==> config.mk <==
export PLATFORM = sky130hd
export DESIGN_NAME = position_decoder
export DESIGN_NICKNAME = d
export VERILOG_FILES = /design/src/rtl/pos_dec_pkg.sv /design/src/rtl/pos_onehot.sv /design/src/rtl/position_decoder.sv
export SDC_FILE = /design/constraint.sdc
export NUM_CORES = 1
export LEC_CHECK = 0
export CORE_ASPECT_RATIO = 0.75
export CORE_MARGIN = 5
export CORE_UTILIZATION = 45
export CTS_BUF_LIST = sky130_fd_sc_hd__clkbuf_4
export DETAILED_ROUTE_END_ITERATION = 8
export PLACE_DENSITY = 0.84
export SLEW_MARGIN = 0
export SYNTH_ARGS = -nofsm -noshare
export SYNTH_HDL_FRONTEND = slang
export SYNTH_SLANG_ARGS = --single-unit
export TNS_END_PERCENT = 1
==> constraint.sdc <==
create_clock -name clk -period 1.7 [get_ports clk]
set_clock_uncertainty 0.2 [all_clocks]
set_input_delay 0.17 -clock clk [delete_from_list [all_inputs] [get_ports clk]]
set_output_delay 0.17 -clock clk [all_outputs]
set_load 0.05 [all_outputs]
==> src/rtl/pos_dec_pkg.sv <==
// Shared sizing and cell-number type for the board position decoder.
package pos_dec_pkg;

    localparam int unsigned NUM_CELLS = 9;
    localparam int unsigned OUT_W     = 16;
    localparam int unsigned POS_W     = 4;

    typedef logic [POS_W-1:0] cell_num_t;

endpackage

==> src/rtl/pos_onehot.sv <==
// Combinational map from a 1-based cell number to a one-hot strobe plus an in-range flag.
module pos_onehot
    import pos_dec_pkg::*;
#(
    parameter int unsigned NUM_CELLS = pos_dec_pkg::NUM_CELLS,
    parameter int unsigned OUT_W     = pos_dec_pkg::OUT_W
) (
    input  cell_num_t          in_pos,
    output logic [OUT_W-1:0]   onehot_c,
    output logic               in_range_c
);

    always_comb begin
        in_range_c = (in_pos != '0) && (32'(in_pos) <= NUM_CELLS);
        onehot_c   = '0;
        // Bits at or above NUM_CELLS can never be selected, keeping the strobe one-hot.
        for (int unsigned i = 0; i < OUT_W; i++) begin
            if (in_range_c && (i < NUM_CELLS) && (32'(in_pos) == i + 1)) begin
                onehot_c[i] = 1'b1;
            end
        end
    end

endmodule

==> src/rtl/position_decoder.sv <==
// Accepts or rejects move requests against a per-game occupancy map, with registered responses.
module position_decoder
    import pos_dec_pkg::*;
#(
    parameter int unsigned NUM_CELLS = pos_dec_pkg::NUM_CELLS,
    parameter int unsigned OUT_W     = pos_dec_pkg::OUT_W
) (
    input  logic                 clk,
    input  logic                 rst_n,
    input  cell_num_t            in_pos,
    input  logic                 turn_enable,
    input  logic                 clear,
    output logic [OUT_W-1:0]     temp1,
    output logic                 pos_valid,
    output logic                 pos_err,
    output logic [NUM_CELLS-1:0] occupied
);

    logic [OUT_W-1:0]     onehot_c;
    logic                 in_range_c;
    logic                 cell_taken_c;
    logic [OUT_W-1:0]     temp1_d;
    logic                 pos_valid_d;
    logic                 pos_err_d;
    logic [NUM_CELLS-1:0] occupied_d;

    pos_onehot #(
        .NUM_CELLS (NUM_CELLS),
        .OUT_W     (OUT_W)
    ) u_pos_onehot (
        .in_pos     (in_pos),
        .onehot_c   (onehot_c),
        .in_range_c (in_range_c)
    );

    // Checked against the registered map, so back-to-back repeats of a cell are rejected.
    assign cell_taken_c = |(onehot_c[NUM_CELLS-1:0] & occupied);

    // Next-state: clear beats a move; enabled requests either claim a free cell or flag an error.
    always_comb begin
        temp1_d     = '0;
        pos_valid_d = 1'b0;
        pos_err_d   = 1'b0;
        occupied_d  = occupied;
        if (clear) begin
            occupied_d = '0;
        end else if (turn_enable) begin
            if (in_range_c && !cell_taken_c) begin
                temp1_d     = onehot_c;
                pos_valid_d = 1'b1;
                occupied_d  = occupied | onehot_c[NUM_CELLS-1:0];
            end else begin
                pos_err_d = 1'b1;
            end
        end
    end

    always_ff @(posedge clk) begin
        if (!rst_n) begin
            temp1     <= '0;
            pos_valid <= 1'b0;
            pos_err   <= 1'b0;
            occupied  <= '0;
        end else begin
            temp1     <= temp1_d;
            pos_valid <= pos_valid_d;
            pos_err   <= pos_err_d;
            occupied  <= occupied_d;
        end
    end

endmodule

==> results.md, run 1 <==
* Status: completed
* Startpoint types: input pin
* Final ANT Viol Nets at 0
* WL/cell at between 10 and 15 microns
* Layout Nets at 141
* Final worst-path cycle share at 97.1%
* DP Wirelength at around 1700 microns
* Number of CTS-inserted buffers at 3
* Unrepaired setup endpoints after global routing: no
* Most frequent cell after synthesis: dfxtp_1
* Max Fclk at just over 600 MHz
* Yosys top cell area share at approximately two fifths
* Compound-Gate Fraction of Synth Area at a little under 20%
* Global-route wire length before repair at ~3500 microns
* Slowest stage delay, CP at approximately 0.50 ns
* Synth Area in Adders at 0%
* Hold_buf cts at 0
* Pre-antenna DRT Iters at 4
* GP Congestion at 0.799
* Post_cts resized at 0
* Initial Utilization at ~47%
* Count of cell types in the netlist at 35
* Cell family contributing the most delay on the critical path: buffers and inverters
* Yosys warnings at 0
* Minimum clock period after layout at approximately 1.7 ns
* Max-cap violations at 0
* Largest family of logic cells by synthesized area: simple AND/OR/NAND/NOR gates
* Die X at approximately 63 microns
* Post-synthesis mux area share at 0%
* WP buf/inv at 2
* Clock Power Share at between 30% and 40%
* Worst hold path class: in2reg
* Pre-CTS WS at -0.312 ns
* Cells after synthesis at 90
* DR WL met3 at 180 microns
* Global route overflow at 0
* DIE AREA at 3150 sq um
* Syn Area/Cell at 10.6 sq um
* CTS tree: yes
* Die height at 49.9 microns
* Top area cells in the synthesized netlist: dfxtp_1, buf_4, o31ai_2
* Power Dens Cells at around 760 nW/um^2
* Cell-internal power at around 0.77 mW
* XOR/XNOR Fraction of Synth Area at 0%
* Met2 wire len at slightly above 1000 microns
* Clock latency on the worst-skew pair at ~0.3 ns
* DRT met1 WL at roughly 850 microns
* Area growth, synth to finish at 40.9%
* Clock root cell: clkbuf_4
* Antenna violations before repair at 0
* Count of buffers from port buffering at 27
* Post-synth EDFFs at 0
* Slowest stage cell, crit path: clkdlybuf4s50_1
* Final Non-Filler Cells at approximately 160
* Asr flop ratio synth at 0%
* DR iter-0 viols at 24
* Sequential share of the synthesized area at roughly two fifths
* Synth cell count leaders: dfxtp_1, buf_4, nand2_1, nor3_1, nor2b_1
* Post-CTS Setup Bufs at 0
* Switching share of power at roughly a quarter
* Final Setup Violations at 0
* Area leader, netlist: dfxtp_1
* Logic pwr share at between 15 and 20%
* Top Metal Used: met4
* Cell count after placement at around 150
* Worst path cell trace: clkdlybuf4s50_1, buf_4, and4b_4, a22oi_4, o221ai_4, o21ba_1
* Vias in the first global route at between 700 and 800
* I/O pin total at 35
* Max VDD drop at 0.000566 V
* #FFs+latches synth at 20
* Ratio of cells with drive above 1 in the final layout at between 40% and 50%
* DRC at 0
* Crit path arrival time at 1.66 ns
* Final Core Density at roughly 67%
* Clk sinks at 20
* Vias per std cell at between 5 and 6
* Crit Path Class: in2reg
* Max FO, Critical Path at 10
* Critical Path RT at 1.71 ns
* Vias at 805
* GRT Util Overall at about 14%
* CTS max path bufs at 2
* Core area at 2010 sq um
* H-Tree Depth at 1
* Post-Route WL at around 2100 microns
* CP Capture Type: flip-flop
* Psw at between 0.2 and 0.25 mW
* Total leakage power at roughly 0.63 nW
* Reg power frac at 46.6%
* Final WS setup at 0.0493 ns
* Antenna cells at 0
* Slew Viols, Final at 0
* Final hold vios at 0
* Top_reg_cell synth: dfxtp_1
* Mapped Area at around 950 sq um
* Post-synthesis simple-gate area fraction at 27.6%
* Clock transition at the registers of the reported paths at around 0.11 ns
* Largest net degree at the start of global routing at 13
* Site Rows at 14
-- registers in the layout, indices dropped and copies added, names as in the netlist --
| signal | cells |
|---|---|
| occupied | 9 |
| pos_err | 1 |
| pos_valid | 1 |
| temp1 | 9 |
-- metrics by stage --
| stage | TNS, ns | power (mW) | hold WS [ns] | instance area (sq um) |
|---|---|---|---|---|
| floorplan | 0 | 0.602 | 0.133 | 977 |
| global placement | -3.10 | 0.641 | 0.262 | 1290 |
| detailed placement | -4.08 | 0.644 | 0.271 | 1290 |
| CTS | 0 | 1.03 | 0.288 | 1340 |
| global route | 0 | 1.06 | 0.208 | 1340 |
| finish | 0 | 1.02 | 0.170 | 1340 |
-- per-layer routing --
metal	global-route usage [%]	up-vias
met5	0	-
met4	4.24	0
met3	5.00	2
met2	24.1	33
met1	15.7	378
li1	-	392
-- layout by cell type (no fill, tap or decap), types with 2 or more instances in the layout --
cell / n
nor2_1: 3
o31ai_2: 3
buf_12: 2
a32oi_1: 2
nor3_1: 7
clkdlybuf4s50_1: 5
dfxtp_1: 19
a21oi_1: 2
conb_1: 7
and3_1: 2
dlymetal6s2s_1: 2
o21a_1: 2
nand2_1: 7
nand2b_1: 3
buf_4: 36
clkbuf_4: 3
a32o_1: 2
nor2b_1: 4
-- worst reg2reg max path: stages, from the launching register on --
cell      delay [ns]
dfxtp_1         0.34
nand2b_1        0.14
a21oi_1         0.24
o221ai_4        0.22
o21ba_1         0.24
-- path summary, 6_finish.rpt --
check,endpoint,slack [ns],start,depth (start not counted)
setup / recovery,pos_err$_SDFF_PP0_,0.05,in_pos[1],6
hold / removal,temp1[8]$_SDFF_PP0_,0.17,in_pos[2],4
setup reg to reg,pos_err$_SDFF_PP0_,0.24,occupied[3]$_SDFFE_PP0P_,4
hold reg to reg,temp1[5]$_SDFF_PP0_,0.29,occupied[5]$_SDFFE_PP0P_,1
-- area by class of cell --
class | count | area (sq um)
clock buffers | 3 | 22.5
clock inverters | 1 | 30.0
fillers | 165 | 671
multi-input cells | 63 | 474
flip-flops and latches | 20 | 402
well taps | 24 | 30.0
repair buffers | 45 | 385
-- power groups by stage --
stage | logic, mW | registers (mW) | clock network [mW]
after CTS | 0.160 | 0.475 | 0.395
final | 0.160 | 0.475 | 0.385
after global placement | 0.156 | 0.485 | 0
after global routing | 0.168 | 0.476 | 0.414
after detailed placement | 0.159 | 0.485 | 0
after floorplan | 0.103 | 0.499 | 0
-- cells by family after synthesis --
group,count (synthesis)
AOI/OAI and AO/OA,18
buffers and inverters,13
DFF,20
other,1
and+or+nand+nor,38
No activity file was read; power rests on OpenSTA's default activity.
==> run 2, diff against run 1 <==
SKIP_LAST_GASP = 1   (was default)
==> results of run 2 <==
Final layout, timing and power as in run 1 (identical DEF).
